### src/rtl/fetch_req_issuer.sv
// Fetch request initiator: walks the fetch PC one group at a time and issues
// double-word-aligned icache requests tagged with id and generation.
module fetch_req_issuer #(
  parameter int                     VADDR_WIDTH  = 39,
  parameter int                     NUM_OF_FETCH = 4,
  parameter int                     DW_SIZE      = 8,
  parameter logic [VADDR_WIDTH-1:0] RESET_VECTOR = VADDR_WIDTH'(32'h1000)
) (
  input  logic                   clock,
  input  logic                   reset,
  input  logic                   flush_valid,
  input  logic [VADDR_WIDTH-1:0] flush_addr,
  input  logic                   pred_redirect_valid,
  input  logic [VADDR_WIDTH-1:0] pred_redirect_addr,
  input  logic                   stall_in,
  output logic                   req_valid,
  input  logic                   req_ready,
  output logic [VADDR_WIDTH-1:0] req_vaddr_dw_aligned,
  output logic [31:0]            req_id,
  output logic [31:0]            req_generation,
  output logic                   grp_valid,
  output logic [VADDR_WIDTH-1:0] grp_first_vaddr,
  output logic [31:0]            grp_first_id,
  output logic [31:0]            generation
);

  localparam int                     GRP_BYTES = NUM_OF_FETCH * 4;
  localparam logic [VADDR_WIDTH-1:0] DW_MASK   = ~(VADDR_WIDTH'(DW_SIZE - 1));
  localparam logic [VADDR_WIDTH-1:0] INSN_MASK = ~(VADDR_WIDTH'(3));

  typedef enum logic {
    ST_START = 1'b0,
    ST_ISSUE = 1'b1
  } state_t;

  state_t                 r_state;
  logic [VADDR_WIDTH-1:0] r_pc;
  logic [VADDR_WIDTH-1:0] r_dw_ptr;
  logic [VADDR_WIDTH-1:0] r_grp_first_vaddr;
  logic [31:0]            r_id_ctr;
  logic [31:0]            r_req_id;
  logic [31:0]            r_gen;
  logic [31:0]            r_req_gen;
  logic [31:0]            r_grp_first_id;
  logic [1:0]             r_rem;
  logic                   r_first;
  logic                   r_req_valid;
  logic                   r_grp_valid;

  logic                   w_accept;
  logic                   w_last;
  logic                   w_grp_done;
  logic                   w_start;
  logic                   w_grp_pulse;
  logic [VADDR_WIDTH-1:0] w_npc;
  logic [VADDR_WIDTH-1:0] w_first_dw;
  logic [31:0]            w_nid;
  logic [31:0]            w_ngen;
  logic [1:0]             w_k;

  // Next group base (pc, id, gen) and whether a new group may be launched this edge.
  always_comb begin
    w_accept    = r_req_valid & req_ready;
    w_last      = w_accept & (r_rem == 2'd1);
    w_grp_pulse = w_accept & r_first & ~flush_valid;
    if (flush_valid) begin
      w_npc      = flush_addr & INSN_MASK;
      w_nid      = r_id_ctr + 32'd4;
      w_ngen     = r_gen + 32'd1;
      w_grp_done = 1'b1;
    end else if (pred_redirect_valid) begin
      w_npc      = pred_redirect_addr & INSN_MASK;
      w_nid      = r_id_ctr + 32'd4;
      w_ngen     = r_gen;
      w_grp_done = 1'b1;
    end else if (w_last) begin
      w_npc      = r_pc + VADDR_WIDTH'(GRP_BYTES);
      w_nid      = r_id_ctr + 32'd4;
      w_ngen     = r_gen;
      w_grp_done = 1'b1;
    end else begin
      w_npc      = r_pc;
      w_nid      = r_id_ctr;
      w_ngen     = r_gen;
      w_grp_done = (r_state == ST_START);
    end
    w_start    = w_grp_done & ~stall_in;
    // A group starting in the upper half of a double word spills into a third one.
    w_k        = w_npc[2] ? 2'd3 : 2'd2;
    w_first_dw = w_npc & DW_MASK;
  end

  // Group/request FSM with all outputs registered.
  always_ff @(posedge clock or posedge reset) begin
    if (reset) begin
      r_state           <= ST_START;
      r_pc              <= RESET_VECTOR;
      r_id_ctr          <= 32'd0;
      r_gen             <= 32'd0;
      r_rem             <= 2'd0;
      r_first           <= 1'b0;
      r_dw_ptr          <= '0;
      r_req_id          <= 32'd0;
      r_req_gen         <= 32'd0;
      r_req_valid       <= 1'b0;
      r_grp_valid       <= 1'b0;
      r_grp_first_vaddr <= '0;
      r_grp_first_id    <= 32'd0;
    end else begin
      r_grp_valid <= w_grp_pulse;
      if (w_grp_pulse) begin
        r_grp_first_vaddr <= r_pc;
        r_grp_first_id    <= r_id_ctr;
      end
      r_pc     <= w_npc;
      r_id_ctr <= w_nid;
      r_gen    <= w_ngen;
      if (w_start) begin
        r_state     <= ST_ISSUE;
        r_dw_ptr    <= w_first_dw;
        r_req_id    <= w_nid;
        r_req_gen   <= w_ngen;
        r_rem       <= w_k;
        r_first     <= 1'b1;
        r_req_valid <= 1'b1;
      end else if (w_grp_done) begin
        r_state     <= ST_START;
        r_rem       <= 2'd0;
        r_first     <= 1'b0;
        r_req_valid <= 1'b0;
      end else if (w_accept) begin
        r_dw_ptr <= r_dw_ptr + VADDR_WIDTH'(DW_SIZE);
        r_req_id <= r_req_id + 32'd1;
        r_rem    <= r_rem - 2'd1;
        r_first  <= 1'b0;
      end
    end
  end

  assign req_valid            = r_req_valid;
  assign req_vaddr_dw_aligned = r_dw_ptr;
  assign req_id               = r_req_id;
  assign req_generation       = r_req_gen;
  assign grp_valid            = r_grp_valid;
  assign grp_first_vaddr      = r_grp_first_vaddr;
  assign grp_first_id         = r_grp_first_id;
  assign generation           = r_gen;

endmodule

### config.mk
export PLATFORM = sky130hd
export DESIGN_NAME = fetch_req_issuer
export DESIGN_NICKNAME = d
export VERILOG_FILES = /design/src/rtl/fetch_req_issuer.sv
export SDC_FILE = /design/constraint.sdc
export NUM_CORES = 1
export LEC_CHECK = 0
export ABC_AREA = 1
export BUFFER_PORTS_ARGS = -buffer_cell sky130_fd_sc_hd__buf_4
export CAP_MARGIN = 15
export CORE_MARGIN = 2
export CORE_UTILIZATION = 56
export DETAILED_ROUTE_END_ITERATION = 7
export PLACE_DENSITY = 0.81
export RECOVER_POWER = 25
export SYNTH_ARGS = -nofsm -noshare
export SYNTH_HDL_FRONTEND = slang
export SYNTH_SLANG_ARGS = --single-unit
### constraint.sdc
create_clock -name clock -period 9.4 [get_ports clock]
set_input_delay 0.47 -clock clock [delete_from_list [all_inputs] [get_ports clock]]
set_output_delay 0.47 -clock clock [all_outputs]
set_load 0.005 [all_outputs]
== Yosys cells after proc, flatten, opt, wreduce, memory -nomap -nowiden ==
Cells that the tools add are included.
Widths: inputs -> output; s select.

* Add/sub/neg operators: 6
* Equality and inequality tests: 2
* Muxes and demuxes: 25
* Bitwise operators: 8
* Reductions and logical operators: 5

{| class="wikitable"
|+ Operator list
! kind !! number
|-
| $mux 39 || 6
|-
| $mux 32 || 7
|-
| $add 32x1->32 const B || 2
|-
| $add 39x4->39 const B || 1
|-
| $add 39x5->39 const B || 1
|-
| $add 32x3->32 const B || 1
|-
| $mux 1 || 9
|-
| $mux 2 || 3
|-
| $reduce_bool 3->1 || 2
|-
| $and 1x1->1 || 5
|-
| $reduce_bool 2->1 || 2
|-
| $not 1->1 || 3
|-
| $eq 2x1->1 const B || 1
|-
| $ne 2x1->1 const B || 1
|-
| $reduce_and 2->1 || 1
|-
| $sub 2x1->2 const B || 1
|}

* Bits in registers: 282
* Input bits: 84
* Output and inout bits: 208
* Word-level logic and storage cells: 59

== Logic depth before layout (Yosys ltp) ==
* Word-level depth: 8
* Depth in mapped cells: 16
* Mapped depth without buffers: 16

== Worst setup path after synthesis ==
No wires, ideal clock.

* Path type: in2reg
* Start point: in pred_redirect_valid
* End point: reg r_req_id[13] (netlist: req_id[13])
* Setup time: 130 ps
* Arrival: 1,754 ps
* Required time: 9,270 ps
* Slack: 7,516 ps
* Stages on the path: 11
* Buffers on the path: 3
* Path through: buf_2 nor2_2 nand2_2 inv_2 nand2_2 inv_2 nand2_2 buf_4 buf_2 o211ai_1 o21ai_0

* Cells in the longest elaborated chain, start to end: 5
* Elaborated cells between the ends (all ways): 9
* Those cells by class: 1 x eq/ne; 5 x mux; 1 x bitwise; 2 x reduce/logical

{| class="wikitable"
|+ Ends and longest elaborated chain
! element !! line !! text
|-
| start: declaration || 13 || <nowiki>input logic pred_redirect_valid,</nowiki>
|-
| $mux 1 || 71 || <nowiki>end else if (pred_redirect_valid) begin</nowiki>
|-
| $mux 1 || 66 || <nowiki>if (flush_valid) begin</nowiki>
|-
| $and 1x1->1 || 87 || <nowiki>w_start = w_grp_done & ~stall_in;</nowiki>
|-
| $ne 2x1->1 (no source line) / $reduce_bool 2->1 (equally long branches) || -- ||
|-
| $reduce_and 2->1 (no source line) || -- ||
|-
| end signal: assignment || 121 || <nowiki>r_req_id <= w_nid;</nowiki>
|-
| end signal: assignment || 133 || <nowiki>r_req_id <= r_req_id + 32'd1;</nowiki>
|-
| end: declaration || 41 || <nowiki>logic [31:0] r_req_id;</nowiki>
|}

Several ways; a longest one is shown, not always the timed one.
A chain may end at the register's enable or synchronous reset.

==> out/results.tsv <==
stage	metric	value	unit
finish	ANT cells	0	
cts	setup bufs post-CTS	0	
grt	global routing usage on met1	47.6	%
yosys	total of warnings raised by yosys	0	
die	initial core utilization	57.3	%
grt	initial antenna violation count	0	
cts	TritonCTS Buffers	29	
die	die area	27200	um2
yosys	Synth top area share	46.6	%
sta	Fmax	191	MHz
sta	Slew HR	-271	%
grt	total track usage	33.7	%
sta	Slew @ Worst Pin	5530	ps
cts	# resized after CTS	0	
yosys	synthesized flop and latch total	271	
detailed_routing	DR vias/cell	5.60	
detailed_routing	DRT antenna net count	0	
setup_path	Critical Path AT	5780	ps
detailed_routing	DR DRC count	0	
setup_path	Worst Path Required	9960	ps
setup_path	Startpoint Class	input port	
placement	I/O Buffers	280	
sta	Setup Skew	15.7	ps
cts	CTS sink count	271	
yosys	post-synth top area cell	dfrtp_1	
cts	CTS max path bufs	3	
sta	Final Hold Vio Count	0	
placement	Post-Place Worst Slack	5640	ps
die	area of the core	25300	um2
sta	Max Slew Vio Count	188	
run	Max-Cap Viols	2	
yosys	mapped cell area	14500	um2
outcome	outcome	finished, violations left	
cts	Clock Tree Root	clkbuf_16	
placement	dpl cell area	16800	um2
die	boundary pin count	292	
power	Leakage	9.22	nW
sta	Final Cycle Share	55.6	%
die	num rows	58	
sta	unrepaired setup endpoints after global routing	false	
yosys	Most used DFF post-synth	dfrtp_1	
power	Power per Cell Area	203	nW/um2
setup_path	register-to-register setup slack	5930	ps
finish	register area	6780	um2
sta	Setup-failing EPs final	0	
yosys	Post-Syn Instances	1975	
finish	most frequent cells in the layout	nand2_1, dfrtp_1, buf_4, inv_1, nor2_1	
cts	TritonCTS clock tree	done	
cts	H-tree Lvls	1	
grt	first-pass GRT wire length	71700	um
finish	synth-to-layout area growth	21.9	%
grt	met3 usage in global routing	8.56	%
hold_path	Hold Crit Class	input port to register	
grt	GR Util met2	51.9	%
outcome	failing checks	max-capacitance violations, max-slew violations	
grt	vias in the first global route	13600	
finish	nets	2318	
yosys	syn avg cell area	7.35	um2
detailed_routing	Post-Route WL	46100	um
sta	min Tclk post-route	5230	ps
placement	DP HPWL	33300	um
yosys	post-synthesis cell type count	48	
die	Die X	165	um
yosys	post-synthesis sequential area ratio	46.7	%
detailed_routing	DRT Pass-1 Iters	8	
cts	clock slew at reported path FFs	60	ps
sta	Fin Setup TNS	0	ps
finish	Filler cells	2112	
detailed_routing	Initial DRC Count	1536	
placement	GPL Wtd Cong	0.931	
finish	share of layout cells above drive strength 1	16.4	%
finish	final instance area	17700	um2
grt	gr busiest metal	met2	
finish	most common library cell in the layout ignoring fill and taps	nand2_1	
yosys	dominant cells by area after synthesis	dfrtp_1, nand2_1, inv_1	
yosys	Post-synth EDFFs	0	
sta	Min Hold Slack	154	ps
detailed_routing	wire per inst	17.9	um
setup_path	worst-path fanout max	124	
sta	final setup margin	4170	ps
yosys	ys async rst share	100	%
grt	total gr overflow	0	
finish	multi-input logic area	6630	um2
cts	number of hold buffers added after CTS	0	
detailed_routing	DR vias	14400	
power	Worst IR Drop VDD	0.000151	V
die	Die H	165	um
setup_path	crit path kind	input port to async pin	
setup_path	Critical Path End Type	async pin	
grt	largest net degree at the start of global routing	125	
cts	worst skew pair latency	560	ps
## critical path, stage by stage
cell and delay [ps]:
clkbuf_4 110, clkinvlp_2 3050, buf_4 1150, buf_4 840
## cell type report
cell class | count | area share [%]
clock buffer | 38 | 4.63
tap | 330 | 2.33
multi-input combinational | 1435 | 37.5
sequential | 271 | 38.3
timing repair buffer | 287 | 12.1
clock inverter | 15 | 0.834
inverter | 204 | 4.33
## worst paths after layout
kind                            cells past startpoint                              endpoint                             from
worst min-delay path                                3                    r_pc[30]$_DFF_PP0_                   flush_addr[30]
worst min register to register                      2       grp_first_vaddr[23]$_DFFE_PP0P_  grp_first_vaddr[23]$_DFFE_PP0P_
min in group asynchronous                           2  req_vaddr_dw_aligned[23]$_DFFE_PP0N_                            reset
worst max-delay path                                4                 r_id_ctr[5]$_DFF_PP0_                            reset
worst max register to register                     12                 req_id[4]$_DFFE_PP0N_             r_rem[1]$_DFFE_PP0P_
max in group clock                                 10        req_generation[30]$_DFFE_PP0P_                      flush_valid
## where the power goes
part	internal, mW	leakage, nW	switching (mW)
clock network	0.670	0.473	0.492
logic	0.364	5.40	0.485
registers	1.37	3.34	0.219
total	2.40	9.22	1.20
## layer usage
metal	up-vias	routed length, um
li1	6780	-
met1	6862	19300
met2	717	20300
met3	89	5330
met4	0	1110
met5	-	0
## cell usage after synthesis (all sizes together) (2+ instances only)
| master | count |
|---|---|
| ha | 6 |
| inv | 204 |
| nand3b | 6 |
| o21ai | 121 |
| o221ai | 7 |
| nor3 | 45 |
| buf | 45 |
| xnor2 | 10 |
| nor2 | 200 |
| nand4 | 37 |
| nand3 | 124 |
| clkbuf | 26 |
| dfrtp | 270 |
| nor4 | 4 |
| o211ai | 16 |
| xor2 | 58 |
| a21oi | 43 |
| a31oi | 3 |
| and3 | 2 |
| a22oi | 7 |
| or2 | 8 |
| and2 | 5 |
| a211oi | 2 |
| nand2 | 711 |
| nor3b | 4 |
| a21o | 2 |
## kinds of logic (layout without fill, tap and decap cells)
group	Yosys count	count (layout)	share of synthesized area (%)
AND/OR/NAND/NOR	1147	1147	32.9
buffers and inverters	275	544	7.71
flip-flops	271	271	46.7
AO/OA/AOI/OAI	207	207	7.97
XOR/XNOR	68	68	4.10
adder cells (fa/ha/maj)	6	6	0.517
other	1	7	0.0258
## state kept, by name, indices dropped and copies added (netlist names)
register / flops
req_vaddr_dw_aligned: 36
grp_first_vaddr: 37
generation: 32
req_valid: 1
r_rem: 2
r_pc: 37
r_first: 1
grp_first_id: 30
grp_valid: 1
req_id: 32
req_generation: 32
r_id_ctr: 30
## through the flow
| step | std cells | power [mW] | util (%) |
|---|---|---|---|
| after floorplan | 1981 | 1.97 | - |
| after global placement | 2527 | 2.41 | 66.2 |
| after detailed placement | 2527 | 2.43 | 66.2 |
| after CTS | 2580 | 3.60 | 70.0 |
| after global routing | 2580 | 3.77 | 69.9 |
| final | 2580 | 3.60 | 69.9 |
(Power assumes the default switching activity.)
